===== src/rtl/mem_arb_pkg.sv =====
// Shared types for the memory arbiter: FSM states, completion error code, grant owner
// and the rv32i default widths.
package mem_arb_pkg;

    localparam int unsigned RV32I_XLEN       = 32;
    localparam int unsigned RV32I_ADDR_WIDTH = RV32I_XLEN;
    localparam int unsigned RV32I_WORD_WIDTH = RV32I_XLEN;

    typedef enum logic [1:0] {
        ST_IDLE  = 2'd0,
        ST_ISSUE = 2'd1,
        ST_WAIT  = 2'd2,
        ST_RESP  = 2'd3
    } arb_state_e;

    typedef enum logic {
        ERR_NONE    = 1'b0,
        ERR_TIMEOUT = 1'b1
    } arb_err_e;

    typedef enum logic {
        OWNER_I = 1'b0,
        OWNER_D = 1'b1
    } arb_owner_e;

endpackage


===== src/rtl/mem_arbiter_reg.sv =====
// Enable-loaded register with asynchronous active-low clear; holds the granted request fields.
module mem_arbiter_reg #(
    parameter int unsigned WIDTH = 1
) (
    input  logic             clk,
    input  logic             rst_n,
    input  logic             en,
    input  logic [WIDTH-1:0] d,
    output logic [WIDTH-1:0] q
);

    always_ff @(posedge clk or negedge rst_n) begin
        if (!rst_n) begin
            q <= '0;
        end else if (en) begin
            q <= d;
        end
    end

endmodule


===== src/rtl/mem_arbiter.sv =====
// Arbitrates instruction fetch and data load/store ports onto a single request/response
// memory interface, with anti-starvation for fetches and a per-transaction timeout.
module mem_arbiter
    import mem_arb_pkg::*;
#(
    parameter int unsigned ADDR_WIDTH     = RV32I_ADDR_WIDTH,
    parameter int unsigned WORD_WIDTH     = RV32I_WORD_WIDTH,
    parameter int unsigned D_BURST_MAX    = 4,
    parameter int unsigned TIMEOUT_CYCLES = 255
) (
    input  logic                  clk,
    input  logic                  rst_n,
    input  logic                  i_req,
    input  logic [ADDR_WIDTH-1:0] i_addr,
    output logic                  i_done,
    output logic [WORD_WIDTH-1:0] i_rdata,
    input  logic                  d_read,
    input  logic                  d_write,
    input  logic                  d_mode,
    input  logic [ADDR_WIDTH-1:0] d_addr,
    input  logic [WORD_WIDTH-1:0] d_wdata,
    output logic                  d_done,
    output logic [WORD_WIDTH-1:0] d_rdata,
    output logic                  err,
    output logic                  stall_n,
    output logic                  mem_req,
    output logic                  mem_we,
    output logic                  mem_mode,
    output logic [ADDR_WIDTH-1:0] mem_addr,
    output logic [WORD_WIDTH-1:0] mem_wdata,
    input  logic                  mem_ready,
    input  logic                  mem_rvalid,
    input  logic [WORD_WIDTH-1:0] mem_rdata
);

    localparam logic [7:0]  DCNT_MAX  = 8'(D_BURST_MAX);
    localparam logic [15:0] TCNT_LAST = 16'(TIMEOUT_CYCLES - 1);

    typedef struct packed {
        arb_owner_e            owner;
        logic                  we;
        logic                  mode;
        logic [ADDR_WIDTH-1:0] addr;
        logic [WORD_WIDTH-1:0] wdata;
    } req_t;

    arb_state_e            state_q, state_d;
    arb_err_e              err_q, err_d;
    logic [7:0]            dcnt_q, dcnt_d;
    logic [15:0]           tcnt_q, tcnt_d;
    logic [WORD_WIDTH-1:0] i_rdata_q, i_rdata_d;
    logic [WORD_WIDTH-1:0] d_rdata_q, d_rdata_d;
    logic [WORD_WIDTH-1:0] resp_data;
    logic                  resp_load;
    logic                  lat_en;
    req_t                  lat_d, lat_q;
    logic                  d_any, grant_i;

    assign d_any   = d_read | d_write;
    assign grant_i = i_req & (~d_any | (dcnt_q == DCNT_MAX));

    // d_write wins over d_read when both are raised, so a combined request is a store.
    always_comb begin
        lat_d = '0;
        if (grant_i) begin
            lat_d.owner = OWNER_I;
            lat_d.addr  = i_addr;
        end else begin
            lat_d.owner = OWNER_D;
            lat_d.we    = d_write;
            lat_d.mode  = d_mode;
            lat_d.addr  = d_addr;
            lat_d.wdata = d_wdata;
        end
    end

    mem_arbiter_reg #(
        .WIDTH($bits(req_t))
    ) u_req_reg (
        .clk  (clk),
        .rst_n(rst_n),
        .en   (lat_en),
        .d    (lat_d),
        .q    (lat_q)
    );

    always_comb begin
        state_d   = state_q;
        err_d     = err_q;
        dcnt_d    = dcnt_q;
        tcnt_d    = tcnt_q;
        i_rdata_d = i_rdata_q;
        d_rdata_d = d_rdata_q;
        lat_en    = 1'b0;
        resp_load = 1'b0;
        resp_data = '0;
        case (state_q)
            ST_IDLE: begin
                if (i_req || d_any) begin
                    lat_en  = 1'b1;
                    state_d = ST_ISSUE;
                    tcnt_d  = '0;
                    if (grant_i || !i_req) begin
                        dcnt_d = '0;
                    end else if (dcnt_q != DCNT_MAX) begin
                        dcnt_d = dcnt_q + 8'd1;
                    end
                end
            end
            ST_ISSUE, ST_WAIT: begin
                tcnt_d = tcnt_q + 16'd1;
                // A genuine completion in the final counted cycle still beats the timeout.
                if (state_q == ST_WAIT && mem_rvalid) begin
                    state_d   = ST_RESP;
                    err_d     = ERR_NONE;
                    resp_load = 1'b1;
                    resp_data = mem_rdata;
                end else if (tcnt_q == TCNT_LAST) begin
                    state_d   = ST_RESP;
                    err_d     = ERR_TIMEOUT;
                    resp_load = 1'b1;
                end else if (state_q == ST_ISSUE && mem_ready) begin
                    state_d = ST_WAIT;
                end
            end
            ST_RESP: state_d = ST_IDLE;
            default: state_d = ST_IDLE;
        endcase
        if (resp_load) begin
            if (lat_q.owner == OWNER_I) begin
                i_rdata_d = resp_data;
            end else begin
                d_rdata_d = resp_data;
            end
        end
    end

    always_ff @(posedge clk or negedge rst_n) begin
        if (!rst_n) begin
            state_q   <= ST_IDLE;
            err_q     <= ERR_NONE;
            dcnt_q    <= '0;
            tcnt_q    <= '0;
            i_rdata_q <= '0;
            d_rdata_q <= '0;
        end else begin
            state_q   <= state_d;
            err_q     <= err_d;
            dcnt_q    <= dcnt_d;
            tcnt_q    <= tcnt_d;
            i_rdata_q <= i_rdata_d;
            d_rdata_q <= d_rdata_d;
        end
    end

    assign i_done    = (state_q == ST_RESP) && (lat_q.owner == OWNER_I);
    assign d_done    = (state_q == ST_RESP) && (lat_q.owner == OWNER_D);
    assign err       = (state_q == ST_RESP) && (err_q == ERR_TIMEOUT);
    assign i_rdata   = i_rdata_q;
    assign d_rdata   = d_rdata_q;
    assign stall_n   = ~((i_req & ~i_done) | (d_any & ~d_done));
    assign mem_req   = (state_q == ST_ISSUE);
    assign mem_we    = lat_q.we;
    assign mem_mode  = lat_q.mode;
    assign mem_addr  = lat_q.addr;
    assign mem_wdata = lat_q.wdata;

endmodule


===== config.mk =====
export PLATFORM = sky130hd
export DESIGN_NAME = mem_arbiter
export DESIGN_NICKNAME = d
export VERILOG_FILES = /design/src/rtl/mem_arb_pkg.sv /design/src/rtl/mem_arbiter_reg.sv /design/src/rtl/mem_arbiter.sv
export SDC_FILE = /design/constraint.sdc
export NUM_CORES = 1
export LEC_CHECK = 0
export ABC_AREA = 1
export CORE_MARGIN = 3
export CORE_UTILIZATION = 42
export DETAILED_ROUTE_END_ITERATION = 10
export PLACE_DENSITY = 0.74
export SYNTH_ARGS = -nofsm -noshare
export SYNTH_HDL_FRONTEND = slang
export SYNTH_SLANG_ARGS = --single-unit

===== constraint.sdc =====
create_clock -name clk -period 2 [get_ports clk]
set_input_delay 0.2 -clock clk [delete_from_list [all_inputs] [get_ports clk]]
set_output_delay 0.2 -clock clk [all_outputs]
set_load 0.01 [all_outputs]

After elaboration in Yosys (flattened, before gate mapping)

Index checks and enable logic that the tools add are counted.

Flip-flop bits (word level): 158
Bits of input ports: 136
Output and inout port bits: 135
Word-level logic and storage cells: 69

$add $sub $neg: 2
Eq/ne operators: 8
Muxes and demuxes: 22
Bitwise operators: 11
Reduce and logical (&&, ||, !) cells: 19

Operator list:

| kind                                                              | count |
|---|---|
| 32-bit 2-to-1 mux                                                 | 4 |
| 16-bit one-hot mux with 2 select lines                            | 1 |
| 16-bit by 1-bit adder with 16-bit output (second input constant)  | 1 |
| 16-bit by 8-bit == test with 1-bit output (second input constant) | 1 |
| 16-bit 2-to-1 mux                                                 | 1 |
| 8-bit 2-to-1 mux                                                  | 2 |
| 2-bit 2-to-1 mux                                                  | 5 |
| 2-bit AND reduction                                               | 5 |
| 8-bit by 1-bit adder with 8-bit output (second input constant)    | 1 |
| 8-bit by 3-bit == test with 1-bit output (second input constant)  | 1 |
| 1-bit 2-to-1 mux                                                  | 8 |
| 8-bit by 3-bit != test with 1-bit output (second input constant)  | 1 |
| 2-bit one-hot mux with 3 select lines                             | 1 |
| 2-bit nonzero test                                                | 3 |
| 1-bit logical AND                                                 | 5 |
| 1-bit NOT                                                         | 5 |
| 2-bit == test (second input constant)                             | 2 |
| 4-bit != test (second input constant)                             | 1 |
| 1-bit bitwise AND                                                 | 3 |
| 1-bit bitwise OR                                                  | 3 |
| 3-bit AND reduction                                               | 1 |
| 2-bit by 1-bit == test with 1-bit output (second input constant)  | 1 |
| 2-bit logical NOT                                                 | 1 |
| 1-bit logical OR                                                  | 2 |
| 3 further kinds                                                   | 3 |

Logic depth before layout (Yosys ltp)

Gate-level depths: netlist (run 1).

Word-level depth: 7
Gate-level depth with buffers: 11
Depth with buffers taken out: 11

By module

Synthesis (run 1) repeated with hierarchy kept, for this count alone.

Cell total of the unflattened synthesis: 1005
Area, all modules: 7556.0 µm²

By module, submodules not included:

| module          | instances | cells an instance | area each (µm²) | sequential area each (µm²) |
|---|---|---|---|---|
| mem_arbiter     | 1         | 721               | 5009.8          | 2277.2 |
| mem_arbiter_reg | 1         | 284               | 2546.2          | 1676.6 |

Worst setup path after synthesis (run 1)

Ideal clock, no wire load.

Path type: register -> register
Start: register state_q[0]
End: register tcnt_q[10]
Library setup time: 0.118 ns
Arrival time: 1.567 ns
Required time: 1.882 ns
Path slack: 0.314 ns
Cell stages (with the launch flop): 10
Buffers on the path: 2
Period minus slack after synthesis: 1.686 ns
Cell sequence: dfrtp_1 -> inv_1 -> ha_1 -> buf_4 -> or2_1 -> nand2_2 -> buf_4 -> inv_2 -> nand4_1 -> nand2_1

Word-level cells in the longest chain between the ends: 4
Elaborated cells between the ends (all ways): 8
Those cells by class: eq/ne: 3; mux: 1; reduce/logical: 4

Ends and longest elaborated chain:

| what                                                                      | line               | source |
|---|---|---|
| from (decl)                                                               | mem_arbiter.sv:47  | `arb_state_e state_q, state_d;` |
| from (signal assigned)                                                    | mem_arbiter.sv:147 | `state_q <= state_d;` |
| 2-bit by 1-bit == test with 1-bit output or 2-bit == test (tied branches) | mem_arbiter.sv:97  | `case (state_q)` |
| 2-bit OR reduction                                                        | mem_arbiter.sv:97  |  |
| 2-bit nonzero test (no line)                                              | n/a                |  |
| 2-bit AND reduction (no line)                                             | n/a                |  |
| to (signal assigned)                                                      | mem_arbiter.sv:150 | `tcnt_q <= tcnt_d;` |
| to (decl)                                                                 | mem_arbiter.sv:50  | `logic [15:0] tcnt_q, tcnt_d;` |

Several ways; a longest one is shown, not always the timed one.
A chain may end at the register's enable or synchronous reset.

Worst setup path in the final report (run 1)

Start: register state_q[1]
End: output d_done

Word-level cells in the longest chain between the ends: 2

Ends and longest elaborated chain:

| what              | line               | source |
|---|---|---|
| 2-bit == test     | mem_arbiter.sv:157 | `assign d_done = (state_q == ST_RESP) && (lat_q.owner == OWNER_D);` |
| 1-bit logical AND | mem_arbiter.sv:157 |  |
| to (decl)         | mem_arbiter.sv:22  | `output logic d_done,` |

Every way passes these cells.

==> flow_summary.toml, run 1 <==
[placement]
place_worst_setup_slack_ns = 0.128
dpl_cell_area_mm2 = 0.0107
gp_congestion = 0.837
dp_cells = 1467
numPortBuffers = 270
hpwlAfterDp_um = 15300

[critical_path]
path_max_fanout = 4
worstSetupEndpointType = "output port"
crit_arrival_ns = 1.74
crit_required_ns = 1.80
cp-start-kind = "register"
path_class = "reg -> out"

[synthesis]
synth.area.top_cells = "dfrtp_1 48%, nand2_1 17%, nand3_1 9.1%"
synth_largest_area_cell = "dfrtp_1"
synth_area_per_cell_um2 = 7.96
yosys_warnings = 0
ys_seq_area_share_pct = 48.0
synth_cell_type_count = 34
synth.most_common_cell = "nand2_1"
ys.flop_type = "dfrtp_1"
synth_edf_count = 0
syn_area_mm2 = 0.00823
post_synth_inst_count = 1034
synth_seq_cells = 158
synth_common_cells = "363 x nand2_1, 158 x dfrtp_1, 150 x nand3_1, 92 x inv_1, 71 x buf_4"
yosys.area.top_type_share_pct = 48.0
synth_nets = 1178
async_reset_ff_share_pct = 100

[finish]
finalInstanceArea_mm2 = 0.0113
regArea_mm2 = 0.00395
instances_no_fill = 1500
nets = 1371
multi_input_area_mm2 = 0.00309
area_growth_pct = 37.2
drive_gt1_share_pct = 8.55
n_fill_cell = 1691
n_antenna_cell = 0

[timing]
max_freq_ghz = 0.516
tightest_slew_ns = 0.413
hold_viol = 0
post-route-period-util_pct = 97.0
final.setup.worst_slack_ns = 0.0607
setup_viol = 0
skew_ns = 0.00752
slew_headroom_pct = 72.5
fin_crit_ns = 1.94
rsz0062_at_grt = "yes"
final-max-slew-violation-count = 0

[job]
max-cap-violations = 0

[clocking]
clock-sinks = 158
cts_buffers = 17
clk_pin_slew_ns = 0.07
cts_max_level = 4
cts_tree = "yes"
cts_max_path_buffers = 2
clock_latency_ns = 0.42
clockRootBuffer = "clkbuf_16"

[routing]
first_iter_violations = 417
dr.pass1.iters = 5
ant_nets = 0
routed_via_density = 4.75
routed_wl_um = 21500
drcViolationCount = 0
num_vias = 7124
post_drt_wl_per_cell_um = 14.3

[global_routing]
grt_max_degree = 67
grt_pass1_wl_um = 35700
antenna_found_initial = 0
grt_pass1_vias = 6981
grt_overflow_total = 0
gr-usage-all-layers_pct = 20.3

[floorplan]
chipWidth_um = 146
ioPinCount = 271
rows = 50
die_y_um = 146
coreArea_mm2 = 0.0190
dieArea_mm2 = 0.0213
initial_core_util_pct = 43.4

[run_status]
status = "finished clean"

[power_and_ir_drop]
peakVddDrop_uv = 655
p_per_area_mw_per_mm2 = 1430
p_leak_nw = 5.63

[min_path]
min_path_type = "in -> async"
==> stage by stage <==
| stage | power, mW | hold slack [ns] | setup TNS (ns) | utilization, % |
|---|---|---|---|---|
| 5_1_grt | 17.3 | 0.258 | -2.66 | 59.6 |
| 6_report | 16.2 | 0.236 | 0 | 59.6 |
| 3_5_place_dp | 13.1 | 0.109 | 0 | 56.5 |
| 3_3_place_gp | 13.0 | 0.112 | 0 | 56.5 |
| 4_1_cts | 16.4 | 0.236 | 0 | 59.6 |
| 2_1_floorplan | 9.96 | -0.0956 | 0 | - |
==> area by class of cell <==
type	instances	area share (%)
flip-flops and latches	158	35.0
multi-input cells	657	27.4
repair buffers	291	26.3
clock buffers	19	3.92
inverters	102	3.39
well taps	260	2.88
clock inverters	13	1.16
==> repair_timing <==
action,4_1_cts,5_1_grt
hold endpoints to repair,29,0
buffers inserted,0,0
endpoints found under the setup margin,2,67
cloned,0,0
resized for setup,2,1
hold buffers,1,0
==> registers in the layout, indices dropped and copies added (netlist names) <==
signal       cells
dcnt_q           8
state_q          2
d_rdata         32
u_req_reg.q     67
err_q            1
tcnt_q          16
i_rdata         32
==> where the power goes <==
group | internal, mW | switching [mW]
registers | 4.57 | 0.817
clock network | 1.78 | 1.39
logic | 3.69 | 3.92
total | 10.0 | 6.13
==> critical path, cell delays in order, from the launching register on <==
cell	delay (ns)
dfrtp_1	0.40
ha_1	0.20
nand2_1	0.06
inv_1	0.09
clkdlybuf4s50_1	0.56
==> path summary, 6_finish.rpt <==
check	from	end	slack, ns	depth (start not counted)
hold / removal	rst_n	d_rdata[24]	0.24	2
hold reg to reg	d_rdata[12]	d_rdata[12]	0.47	2
max in group asynchronous	rst_n	u_req_reg.q[3]	1.13	3
setup / recovery	state_q[1]	d_done	0.06	4
min in group clk	d_wdata[27]	u_req_reg.q[27]	0.34	3
setup reg to reg	state_q[0]	u_req_reg.q[57]	0.16	7
==> kinds of logic (layout without fill, tap and decap cells) <==
| kind of cell | Yosys count | count (layout) | synth area share, % |
|---|---|---|---|
| AOI/OAI and AO/OA | 23 | 23 | 1.70 |
| xor gates and xnor gates | 4 | 4 | 0.426 |
| adders and majority gates | 8 | 8 | 1.22 |
| buffers and inverters | 219 | 425 | 14.5 |
| DFF | 158 | 158 | 48.0 |
| and+or+nand+nor | 622 | 622 | 34.1 |
==> layer usage <==
metal / GRT usage [%] / share of wire, % / up-vias
li1: - / - / 3539
met1: 25.8 / 43 / 3298
met2: 33.1 / 46 / 261
met3: 6.60 / 8.7 / 26
met4: 6.49 / 2.0 / 0
met5: 0 / 0 / -
==> cell usage in the layout, fill, tap and decap left out, types with 2 or more instances in the layout <==
master,instances
clkbuf_16,17
nor2_2,3
nand3_4,2
nand3_1,150
buf_12,8
inv_8,2
o21ai_0,3
clkinv_4,2
nor3b_1,2
o21bai_1,2
nor2_1,53
nand2_2,4
buf_4,11
nor3_1,2
clkdlybuf4s50_1,267
a21oi_1,5
dfrtp_1,158
inv_2,9
nand4_1,6
inv_1,92
nand3_2,32
buf_6,2
o21ai_1,9
nand2_1,363
ha_1,8
inv_6,3
xor2_1,3
clkinvlp_4,4
dlygate4sd2_1,2
nor2_4,2
(Power assumes the default switching activity.)
==> run 2: changes to the inputs <==
Settings changed: CTS_CLUSTER_SIZE from default to 16.
==> results of run 2 <==
Same layout as run 1: the final DEF is identical, and so are final timing and power.
==> run 3: changes to the inputs <==
Settings changed: CTS_CLUSTER_SIZE 16 to 40, SKIP_LAST_GASP from default to 1.
==> run 3 against run 2 <==
Effect of this change:
- routed wire length increased by 0.29%
- clock power about the same
- cell area did not move
- global-route usage unchanged
- non-clock buffer count is the same
- maximum frequency increased by 0.15%
- count of clock-buffer cells in the layout did not move
- cell count stayed put
- critical path depth unchanged
- flip-flop and latch count unchanged
- combinational power about the same
- critical endpoint unchanged
- largest cell class unchanged
- highest routed layer unchanged
==> flow_summary.toml, run 3 (synthesis gave the netlist of run 1 again) <==
[run_status]
status = "finished clean"

[finish]
utilization_pct = 59.6
largest_reg_flops = 67
instances_no_fill = 1500
largest_register = "u_req_reg.q"
drive_gt1_share_pct = 8.55
finalInstanceArea_mm2 = 0.0113
area_growth_pct = 37.2
layout_common_cells = "363 x nand2_1, 267 x clkdlybuf4s50_1, 158 x dfrtp_1"
final_common_cell = "nand2_1"
nets = 1371
n_fill_cell = 1691
n_antenna_cell = 0

[floorplan]
die_y_um = 146
initial_core_util_pct = 43.4
chipWidth_um = 146
rows = 50
dieArea_mm2 = 0.0213
ioPinCount = 271
coreArea_mm2 = 0.0190

[critical_path]
crit_arrival_ns = 1.74
cp-start-kind = "register"
worstSetupEndpointType = "output port"
critPathCapture = "d_done"
cp-startpoint = "state_q[1]"
rr_endpoint = "u_req_reg.q[57]"
reg2reg_slack_ns = 0.16
r2r_cells = 7
path_class = "reg -> out"
path_max_fanout = 4
r2r-start = "state_q[0]"
crit_required_ns = 1.80

[placement]
hpwlAfterDp_um = 15300
numPortBuffers = 270
dpl_cell_area_mm2 = 0.0107
gp_congestion = 0.837
place_worst_setup_slack_ns = 0.128
dp_cells = 1467

[global_routing]
grt_pass1_wl_um = 35700
gr-usage-all-layers_pct = 20.3
grt_pass1_vias = 6981
antenna_found_initial = 0
grt_max_degree = 67
grt_overflow_total = 0

[clocking]
cts_buffers = 17
clock-sinks = 158
cts_tree = "yes"
clockRootBuffer = "clkbuf_16"
cts_max_path_buffers = 2
cts_max_level = 4
clock_latency_ns = 0.41
clk_pin_slew_ns = 0.07

[timing]
max_freq_ghz = 0.516
final-max-slew-violation-count = 0
rsz0062_at_grt = "yes"
skew_ns = 0.00823
tightest_slew_ns = 0.416
timing.hold.ws_ns = 0.239
setup_tns_ns = 0
fin_crit_ns = 1.94
hold_viol = 0
post-route-period-util_pct = 96.8
setup_viol = 0
slew_headroom_pct = 72.3
final.setup.worst_slack_ns = 0.0637

[routing]
post_drt_wl_per_cell_um = 14.4
num_vias = 7157
routed_via_density = 4.77
drcViolationCount = 0
routed_wl_um = 21500
ant_nets = 0
first_iter_violations = 409
dr.pass1.iters = 5

[power_and_ir_drop]
p_leak_nw = 5.63
peakVddDrop_uv = 654
p_per_area_mw_per_mm2 = 1430
finalPower_mw = 16.2

[job]
max-cap-violations = 0

[min_path]
min_path_type = "in -> async"
[run 3: cell counts in the layout (fill, tap and decap cells not counted)]
Identical to the previous run, type by type.
[run 3: final cells by class]
class / instances / area (um^2) / share of cell area (%)
clock buffer: 19 / 443 / 3.92
clock inverter: 13 / 131 / 1.16
inverter: 102 / 383 / 3.39
sequential: 158 / 3950 / 35.0
timing repair buffer: 291 / 2970 / 26.3
tap: 260 / 325 / 2.88
multi-input combinational: 657 / 3090 / 27.4
[run 3: how the worst min path moves through the flow]
stage	slack, ns	cells after the start	endpoint
floorplan	-0.1	0	d_rdata[0]
CTS	0.24	2	d_rdata[29]
global route	0.26	2	i_rdata[29]
detailed placement	0.11	1	d_rdata[22]
finish	0.24	2	d_rdata[24]
global placement	0.11	1	d_rdata[28]
[run 3: report_power, final]
group / switching (mW) / total, mW / leakage, nW / internal [mW]
Clock: 1.39 / 3.17 / 0.270 / 1.78
Combinational: 3.93 / 7.62 / 3.36 / 3.69
Sequential: 0.817 / 5.39 / 2.00 / 4.57
Total: 6.14 / 16.2 / 5.63 / 10.0
[run 3: timing repair]
action / 4_1_cts / 5_1_grt
gates resized for setup: 2 / 1
endpoints found under the hold margin: 29 / 0
pin swaps: 0 / 0
setup endpoints to repair: 2 / 67
buffers inserted: 0 / 0
hold buffers: 1 / 0
[run 3: metal layers]
metal  vias up  share of wire, %  GRT usage, %  routed length (um)
met5         -                 0             0                   0
met4         0               2.1          6.49                 459
met3        29               8.5          6.60                1820
met2       267                46          33.1                9840
met1      3318                44          25.8                9410
li1       3543                 -             -                   -
[run 3: critical path, cell delays in order (launching register included)]
cell             delay [ns]
dfrtp_1                0.40
ha_1                   0.20
nand2_1                0.06
inv_1                  0.09
clkdlybuf4s50_1        0.56
